## config.mk

```make
export PLATFORM = sky130hd
export DESIGN_NAME = mem_access_controller
export DESIGN_NICKNAME = d
export VERILOG_FILES = /design/src/rtl/mem_access_controller.sv
export SDC_FILE = /design/constraint.sdc
export NUM_CORES = 1
export LEC_CHECK = 0
export ABC_AREA = 0
export CAP_MARGIN = 5
export CORE_MARGIN = 2
export CORE_UTILIZATION = 40
export CTS_CLUSTER_SIZE = 28
export DETAILED_ROUTE_END_ITERATION = 6
export GPL_ROUTABILITY_DRIVEN = 0
export PLACE_DENSITY = 0.8
export SYNTH_ARGS = -nofsm -noshare
export SYNTH_HDL_FRONTEND = slang
export SYNTH_SLANG_ARGS = --single-unit
```

## constraint.sdc

```tcl
create_clock -name i_clk -period 4.4 [get_ports i_clk]
set_input_delay 1.32 -clock i_clk [delete_from_list [all_inputs] [get_ports i_clk]]
set_output_delay 1.32 -clock i_clk [all_outputs]
set_load 0.05 [all_outputs]
```

## src/rtl/mem_access_controller.sv

```systemverilog
// Sequences pipeline loads/stores onto a multi-cycle req/ack data bus, freezing the
// pipeline until each access completes (ack) or is abandoned after TIMEOUT cycles.
module mem_access_controller #(
    parameter logic [31:0] ADDR_BASE = 32'd1024,
    parameter int unsigned WORD_AW   = 16,
    parameter int unsigned TIMEOUT   = 15
) (
    input  logic               i_clk,
    input  logic               i_rst,
    input  logic               i_mem_r_en,
    input  logic               i_mem_w_en,
    input  logic [31:0]        i_addr,
    input  logic [31:0]        i_st_val,
    output logic               o_freeze,
    output logic [31:0]        o_rdata,
    output logic               o_rdata_valid,
    output logic               o_err,
    output logic               o_bus_req,
    output logic               o_bus_we,
    output logic [WORD_AW-1:0] o_bus_addr,
    output logic [31:0]        o_bus_wdata,
    input  logic [31:0]        i_bus_rdata,
    input  logic               i_bus_ack
);

    typedef enum logic [1:0] {StIdle, StAccess, StDone} state_t;

    state_t             r_state, w_state_nxt;
    logic               r_bus_req, w_bus_req_nxt;
    logic               r_bus_we, w_bus_we_nxt;
    logic [WORD_AW-1:0] r_bus_addr, w_bus_addr_nxt;
    logic [31:0]        r_bus_wdata, w_bus_wdata_nxt;
    logic [31:0]        r_rdata, w_rdata_nxt;
    logic               r_rdata_valid, w_rdata_valid_nxt;
    logic               r_err, w_err_nxt;
    logic [7:0]         r_cnt, w_cnt_nxt;

    logic               w_req;
    logic [31:0]        w_addr_off;

    assign w_req      = i_mem_r_en | i_mem_w_en;
    assign w_addr_off = i_addr - ADDR_BASE;

    always_ff @(posedge i_clk or posedge i_rst) begin
        if (i_rst) begin
            r_state       <= StIdle;
            r_bus_req     <= 1'b0;
            r_bus_we      <= 1'b0;
            r_bus_addr    <= '0;
            r_bus_wdata   <= '0;
            r_rdata       <= '0;
            r_rdata_valid <= 1'b0;
            r_err         <= 1'b0;
            r_cnt         <= '0;
        end else begin
            r_state       <= w_state_nxt;
            r_bus_req     <= w_bus_req_nxt;
            r_bus_we      <= w_bus_we_nxt;
            r_bus_addr    <= w_bus_addr_nxt;
            r_bus_wdata   <= w_bus_wdata_nxt;
            r_rdata       <= w_rdata_nxt;
            r_rdata_valid <= w_rdata_valid_nxt;
            r_err         <= w_err_nxt;
            r_cnt         <= w_cnt_nxt;
        end
    end

    always_comb begin
        w_state_nxt       = r_state;
        w_bus_req_nxt     = r_bus_req;
        w_bus_we_nxt      = r_bus_we;
        w_bus_addr_nxt    = r_bus_addr;
        w_bus_wdata_nxt   = r_bus_wdata;
        w_rdata_nxt       = r_rdata;
        w_rdata_valid_nxt = 1'b0;
        w_err_nxt         = 1'b0;
        w_cnt_nxt         = r_cnt;
        unique case (r_state)
            StIdle: begin
                if (w_req) begin
                    // A simultaneous read+write request is issued as a write only.
                    w_state_nxt     = StAccess;
                    w_bus_req_nxt   = 1'b1;
                    w_bus_we_nxt    = i_mem_w_en;
                    w_bus_addr_nxt  = WORD_AW'(w_addr_off >> 2);
                    w_bus_wdata_nxt = i_st_val;
                    w_cnt_nxt       = '0;
                end
            end
            StAccess: begin
                if (i_bus_ack) begin
                    if (!r_bus_we) begin
                        w_rdata_nxt       = i_bus_rdata;
                        w_rdata_valid_nxt = 1'b1;
                    end
                    w_bus_req_nxt = 1'b0;
                    w_state_nxt   = StDone;
                end else if (r_cnt == 8'(TIMEOUT - 1)) begin
                    w_bus_req_nxt = 1'b0;
                    w_err_nxt     = 1'b1;
                    w_state_nxt   = StDone;
                end else begin
                    w_cnt_nxt = r_cnt + 8'd1;
                end
            end
            StDone: w_state_nxt = StIdle;
            default: w_state_nxt = StIdle;
        endcase
    end

    // Freeze in IDLE too, so the pipe never advances past a not-yet-issued access.
    assign o_freeze      = !i_rst && ((r_state == StIdle && w_req) || r_state == StAccess);
    assign o_rdata       = r_rdata;
    assign o_rdata_valid = r_rdata_valid;
    assign o_err         = r_err;
    assign o_bus_req     = r_bus_req;
    assign o_bus_we      = r_bus_we;
    assign o_bus_addr    = r_bus_addr;
    assign o_bus_wdata   = r_bus_wdata;

endmodule
```

== Word level (Yosys, flattened, before mapping) ==
Index checks and enable logic that the tools add are counted.

* Flip-flop bits (word level): 94
* Bits in latches: 0
* Memory bits (writable): 0
* ROM bits: 0
* Word-level logic and storage cells: 48
* Memories: 0

* Add/sub/neg operators: 2
* $mul: 0
* Div/mod/pow operators: 0
* Order comparisons: 0
* Equality and inequality tests: 6
* Shifts and indexed selects: 0
* Muxes and demuxes: 18
* Bitwise operators: 2
* Reductions and logical operators: 11

{| class="wikitable"
|+ Operators by type and width
! kind !! count
|-
| 2-to-1 mux 8 bit || 3
|-
| subtractor 18 x 11 -> 18 bit, second input constant || 1
|-
| case mux 8 bit (2 select lines) || 1
|-
| 2-to-1 mux 1 bit || 9
|-
| adder 8 x 1 -> 8 bit, second input constant || 1
|-
| equality test 8 x 4 -> 1 bit, second input constant || 1
|-
| 2-to-1 mux 2 bit || 3
|-
| != test 2 bit, second input constant || 3
|-
| AND reduction 3 bit || 2
|-
| case mux 2 bit (2 select lines) || 1
|-
| AND reduction 2 bit || 2
|-
| AND reduction 4 bit || 1
|-
| != test 3 bit, second input constant || 1
|-
| equality test 2 x 1 -> 1 bit, second input constant || 1
|-
| logical AND 1 bit || 2
|-
| zero test 2 bit || 1
|-
| case mux 1 bit (2 select lines) || 1
|-
| nonzero test 2 bit || 1
|-
| zero test 1 bit || 1
|-
| logical OR 1 bit || 1
|-
| NOT 1 bit || 1
|-
| OR 1 bit || 1
|}

== Logic depth before layout (Yosys ltp) ==
Gate-level depths: netlist of run 1.

* Word-level depth: 4
* Mapped depth: 7
* Gate-level depth less buffers: 6

== Worst setup path before layout of run 1 ==
Ideal clock, no wire load.

* Path type: in2out
* Start point: input i_mem_w_en
* End point: output o_freeze
* Arrival: 2,573 ps
* Required time: 3,080 ps
* Path slack: 507 ps
* Stages on the path: 4
* Path buffers: 2
* Cells stage by stage: o21ai_0 buf_2 buf_2 a21oi_1

* Cells in the longest elaborated chain, start to end: 4

{| class="wikitable"
|+ RTL lines
! element !! line !! text
|-
| from (decl) || 11 || <nowiki>input logic i_mem_w_en,</nowiki>
|-
| OR 1 bit || 41 || <nowiki>assign w_req = i_mem_r_en | i_mem_w_en;</nowiki>
|-
| logical AND 1 bit || 112 || <nowiki>assign o_freeze = !i_rst && ((r_state == StIdle && w_req) || r_state == StAccess);</nowiki>
|-
| logical OR 1 bit || 112 ||
|-
| logical AND 1 bit || 112 ||
|-
| to (decl) || 14 || <nowiki>output logic o_freeze,</nowiki>
|}

Every way passes these cells.

== Worst setup path after layout of run 1 ==
Ends and elaborated chain as after synthesis.

==> results of run 1 <==
[path summary, 6_finish.rpt]
kind | end | slack [ns] | cells after the start | startpoint
worst max-delay path | o_freeze | 0.77 | 4 | i_mem_w_en
worst min-delay path | o_bus_addr[0] | 0.48 | 2 | o_bus_addr[0]
worst max register to register | r_cnt[4] | 2.70 | 6 | r_cnt[0]
worst min register to register | o_bus_addr[0] | 0.48 | 2 | o_bus_addr[0]
max in group asynchronous | o_bus_wdata[22] | 2.36 | 3 | i_rst
min in group asynchronous | o_rdata[14] | 1.36 | 2 | i_rst
[layer usage]
layer | global-route usage | up-vias
met5 | 0 | -
met4 | 0.0665 | 0
met3 | 0.0659 | 14
met2 | 0.294 | 128
met1 | 0.210 | 1373
li1 | - | 1445
[power by group through the flow]
stage / clock, uW / combinational (uW) / sequential (uW)
final: 587 / 2920 / 1470
after global routing: 651 / 3080 / 1520
after CTS: 610 / 2950 / 1470
after detailed placement: 0 / 2950 / 1490
after global placement: 0 / 2910 / 1460
after floorplan: 0 / 621 / 2800
[cell type report]
type | instances | area share
clock buffers | 12 | 0.0269
multi-input cells | 228 | 0.228
repair buffers | 173 | 0.300
well taps | 111 | 0.0241
clock inverters | 4 | 0.00932
inverters | 7 | 0.00498
flip-flops and latches | 94 | 0.407
[through the flow]
step | hold WS, ns | utilization | instance area (um^2) | instances | worst slack (ns)
6_report | 0.480 | 0.628 | 5770 | 629 | 0.774
5_1_grt | 0.506 | 0.628 | 5770 | 629 | 0.736
4_1_cts | 0.485 | 0.628 | 5770 | 629 | 0.773
3_5_place_dp | 0.461 | 0.605 | 5570 | 613 | 0.785
3_3_place_gp | 0.456 | 0.605 | 5570 | 613 | 0.770
2_1_floorplan | 0.440 | - | 3760 | 344 | 0.507
[flip-flops by register name, indices dropped and copies added (netlist names)]
name and flops:
r_state 2, o_bus_wdata 32, o_rdata_valid 1, o_rdata 32, o_bus_addr 16, r_cnt 8, o_bus_req 1, o_bus_we 1
o_err 1
[cell usage in the layout, fill, tap and decap left out, types with 2 or more instances in the layout]
cell / synthesis / final
inv_1: 7 / 6
nand4_1: 2 / 2
nand2_1: 137 / 137
mux2i_1: 3 / 3
clkdlybuf4s50_1: 0 / 168
xnor2_1: 3 / 3
ha_1: 3 / 3
nand3_1: 5 / 5
a21oi_1: 2 / 2
clkinvlp_4: 0 / 2
o21ai_0: 13 / 12
nor2_1: 6 / 6
clkbuf_8: 0 / 11
xor2_1: 4 / 4
a21o_1: 2 / 2
buf_4: 3 / 4
mux2_2: 32 / 32
nor3b_1: 2 / 2
and3_1: 3 / 3
dfrtp_1: 94 / 94
[cell families after synthesis]
| logic type | count (synthesis) |
|---|---|
| buffers and inverters | 22 |
| adders and majority gates | 3 |
| muxes | 35 |
| xor gates and xnor gates | 7 |
| and+or+nand+nor | 162 |
| DFF | 94 |
| AOI/OAI and AO/OA | 21 |
[critical path, stage by stage]
cell             delay (ns)
clkdlybuf4s50_1        0.55
o21ai_4                0.08
a21oi_1                0.13
buf_4                  0.21
==> flow_summary.toml, run 1 <==
[yosys]
synth_xor_area_frac = 0.0163
synth_most_common_cell = "nand2_1"
yosysUniqueCellTypes = 32
synthSimpleGateAreaFrac = 0.183
syn_nets = 448
synth_top_family_by_area = "simple AND/OR/NAND/NOR gates"
syn_area_um2 = 3760
synth_edf_count = 0
synth_area_leaders = "dfrtp_1 63%, nand2_1 14%, mux2_2 9.6%"
synth_common_cells = "137 x nand2_1, 94 x dfrtp_1, 32 x mux2_2, 13 x o21ai_0, 7 x inv_1"
ys.flop_type = "dfrtp_1"
synth_adder_area_share = 0.00998
synth-seq-cells = 94
ys_warn_count = 0
synth_mux_area_frac = 0.104
synthArstFlopShare = 1.00
yosysTopAreaCell = "dfrtp_1"
syn_inst = 344
avgSynthCellArea_um2 = 10.9
synth-compound-area-share = 0.0329
synth_top_area_frac = 0.625
seq_area_frac_synth = 0.625

[power]
power_switching_uw = 2440
p_per_area_nw_per_um2 = 862
combPwrFrac = 0.587
switching_share = 0.490
p_leak_uw = 0.00262
ir_drop_mv = 0.473
p_int_uw = 2540
power_uw = 4980
seq_power_share = 0.295
pwr-share-clk = 0.118

[floorplan]
dieArea_um2 = 10200
start_util = 0.409
dieWidth_um = 101
die_h_um = 101
core_area_um2 = 9200
num_rows = 35
io_pins = 186

[sta]
finClkSkew_ns = 0.00994
grt_setup_unrepaired = "no"
final-hold-violation-count = 0
setup_tns_ns = 0
tightest_slew_ns = 0.642
clock.fmax_mhz = 276
min_period_ns = 3.63
slew_headroom = 0.572
min_period_over_period = 0.824
slew_violations = 0
setup_viol = 0

[detailed_routing]
top_layer = "met4"
m1WireLength_mm = 3.54
num_vias = 2960
wl_per_cell_um = 14.2
detailedRoute.firstIterationViolations = 127
drc_errors = 0
wl_met2_mm = 4.30
vias_per_cell = 4.71
wl_met3_um = 931
antenna_left = 0
firstDrtPassIters = 4
totalWireLength_mm = 8.92

[global_routing]
grt_pass1_wl_mm = 14.0
grt_pass1_vias = 2982
grt_overflow = 0
track_usage = 0.177
grt_max_degree = 67
grt_antenna_before_repair = 0

[outcome]
status = "complete, no violations"

[cells_and_area]
fill_cells = 763
layout-drive-gt1-share = 0.116
multi_input_area_um2 = 1310
seqCellArea_um2 = 2350
antenna_cells = 0
finalNetCount = 617
area_delta_synth_final_pct = 53.5

[worst_setup_path]
crit_path_start_kind = "input pin"
cp.required_ns = 3.08
critical_path_class = "in -> out"
crit_fanout = 3
crit_arrival_ns = 2.31
cp-end-kind = "primary output"

[clock_network]
post_cts_buffers = 0
ctsHtreeMaxLevel = 3
cts-root-buf = "clkbuf_8"
path_clk_slew_ns = 0.09
holdBufCountCts = 0
clk_path_buf_depth = 2
ctsResizeCount = 0
numCtsBuffers = 9
clkSinkCount = 94
clock_latency_ns = 0.35
cts_tree = "built"

[placement]
dp_hpwl_mm = 6.56
port_buffers = 169

[worst_hold_path]
hold_path.class = "reg -> reg"

[run]
maxCapViolations = 0
Power figures use the tool's default switching activity.
==> run 2: changes to the inputs <==
--- a/config.mk
+++ b/config.mk
@@ -8,11 +8,11 @@
 export ABC_AREA = 0
 export CAP_MARGIN = 5
 export CORE_MARGIN = 2
-export CORE_UTILIZATION = 40
+export CORE_UTILIZATION = 36
 export CTS_CLUSTER_SIZE = 28
 export DETAILED_ROUTE_END_ITERATION = 6
 export GPL_ROUTABILITY_DRIVEN = 0
-export PLACE_DENSITY = 0.8
+export PLACE_DENSITY = 0.76
 export SYNTH_ARGS = -nofsm -noshare
 export SYNTH_HDL_FRONTEND = slang
 export SYNTH_SLANG_ARGS = --single-unit
==> constraint.sdc (replaced) <==
create_clock -name i_clk -period 3.08 [get_ports i_clk]
set_input_delay 0.924 -clock i_clk [delete_from_list [all_inputs] [get_ports i_clk]]
set_output_delay 0.924 -clock i_clk [all_outputs]
set_load 0.05 [all_outputs]
==> run 2 against run 1 <==
Non-clock buffer count grew 1. Highest routed layer unchanged. Final cell count increased by 4.1%. Largest cell class unchanged. Sequential power increased by 43%.
==> flow_summary.toml, run 2 (synthesized netlist as in run 1, its figures left out) <==
[outcome]
status = "complete, no violations"

[sta]
min_period_over_period = 0.916
tightest_slew_ns = 0.651
setup_viol = 0
grt_setup_unrepaired = "no"
finClkSkew_ns = 0.0177
min_period_ns = 2.82
slew_headroom = 0.566
final-hold-violation-count = 0
slew_violations = 0
clock.fmax_mhz = 354
setup_tns_ns = 0

[worst_setup_path]
worstReg2RegStart = "r_state[1]"
critical_path_class = "in -> out"
crit_fanout = 3
crit_path_start_kind = "input pin"
crit_arrival_ns = 1.90
cp-end-kind = "primary output"
regToRegEndpoint = "o_rdata[1]"
r2r_setup_slack_ns = 1.42
max_stage_delay_ns = 0.55
worstSetupStartpoint = "i_mem_w_en"
path_cells = "clkdlybuf4s50_1, o21ai_4, a21oi_2, buf_4"
slowest_stage = "clkdlybuf4s50_1"
worstSetupEndpoint = "o_freeze"
reg2regPathDepth = 4
cp.required_ns = 2.16

[power]
p_int_uw = 3600
seq_power_share = 0.295
p_leak_uw = 0.00263
combPwrFrac = 0.590
switching_share = 0.494
p_per_area_nw_per_um2 = 1220
ir_drop_mv = 0.547
power_switching_uw = 3520
pwr-share-clk = 0.115

[detailed_routing]
drc_errors = 0
vias_per_cell = 4.62
detailedRoute.firstIterationViolations = 113
totalWireLength_mm = 8.96
num_vias = 3029
wl_per_cell_um = 13.7
firstDrtPassIters = 4
antenna_left = 0

[floorplan]
dieWidth_um = 106
num_rows = 37
start_util = 0.368
die_h_um = 106
core_area_um2 = 10200
dieArea_um2 = 11300
io_pins = 186

[global_routing]
grt_antenna_before_repair = 0
grt_overflow = 0
grt_pass1_vias = 3062
grt_pass1_wl_mm = 14.4
grt_max_degree = 67
track_usage = 0.161

[cells_and_area]
antenna_cells = 0
seqCellArea_um2 = 2350
mostFrequentLayoutCell = "clkdlybuf4s50_1"
layout_common_cells = "168 x clkdlybuf4s50_1, 137 x nand2_1, 94 x dfrtp_1"
layout-drive-gt1-share = 0.119
multi_input_area_um2 = 1320
fill_cells = 872
finalNetCount = 618
finalNonFillerCells = 655
area_delta_synth_final_pct = 55.0

[clock_network]
cts-root-buf = "clkbuf_8"
post_cts_buffers = 0
holdBufCountCts = 0
cts_tree = "built"
clock_latency_ns = 0.35
ctsHtreeMaxLevel = 3
clkSinkCount = 94
numCtsBuffers = 9
clk_path_buf_depth = 2
ctsResizeCount = 0
path_clk_slew_ns = 0.08

[run]
maxCapViolations = 0

[placement]
dp.cells = 639
dp_hpwl_mm = 6.57
port_buffers = 169

[worst_hold_path]
worstHoldPathCells = 2
hold_path.class = "reg -> reg"
-- run 2: metal layers --
metal | vias up | track usage | wire, um
li1 | 1452 | - | -
met1 | 1442 | 0.198 | 3820
met2 | 120 | 0.264 | 4210
met3 | 15 | 0.0490 | 744
met5 | - | 0 | 0
met4 | 0 | 0.0648 | 182
-- run 2: power groups by stage --
stage / clock (uW) / combinational [uW] / sequential [uW]
2_1_floorplan: 0 / 891 / 3990
4_1_cts: 857 / 4240 / 2110
3_3_place_gp: 0 / 4190 / 2090
6_report: 823 / 4200 / 2100
3_5_place_dp: 0 / 4240 / 2130
5_1_grt: 898 / 4430 / 2180
-- run 2: per-stage QoR --
step / hold slack, ns / power, uW / instance area, um^2 / utilization / setup slack [ns]
floorplan: 0.440 / 4890 / 3770 / - / 0.249
global placement: 0.459 / 6280 / 5630 / 0.551 / 0.262
detailed placement: 0.462 / 6370 / 5630 / 0.551 / 0.258
finish: 0.478 / 7120 / 5830 / 0.570 / 0.258
CTS: 0.484 / 7210 / 5830 / 0.570 / 0.254
global route: 0.496 / 7500 / 5830 / 0.570 / 0.230
-- run 2: worst max-delay path, delay by kind of cell --
family                 cells  cell delay (ns)
buffers and inverters      2             0.75
AOI/OAI and AO/OA          2             0.22
-- run 2: worst min path at each step --
stage | start | to | slack, ns
finish | o_bus_wdata[18] | o_bus_wdata[18] | 0.48
CTS | o_bus_wdata[18] | o_bus_wdata[18] | 0.48
global placement | o_bus_wdata[24] | o_bus_wdata[24] | 0.46
detailed placement | o_bus_wdata[18] | o_bus_wdata[18] | 0.46
global route | o_bus_addr[6] | o_bus_addr[6] | 0.50
floorplan | r_cnt[7] | r_cnt[7] | 0.44
-- run 2: layout make-up --
cell class                      instances  area share
Sequential cell                        94       0.403
Multi-Input combinational cell        228       0.226
Inverter                                7     0.00515
Tap cell                              136      0.0292
Clock inverter                          6      0.0118
Clock buffer                           10      0.0219
Timing Repair Buffer                  174       0.303
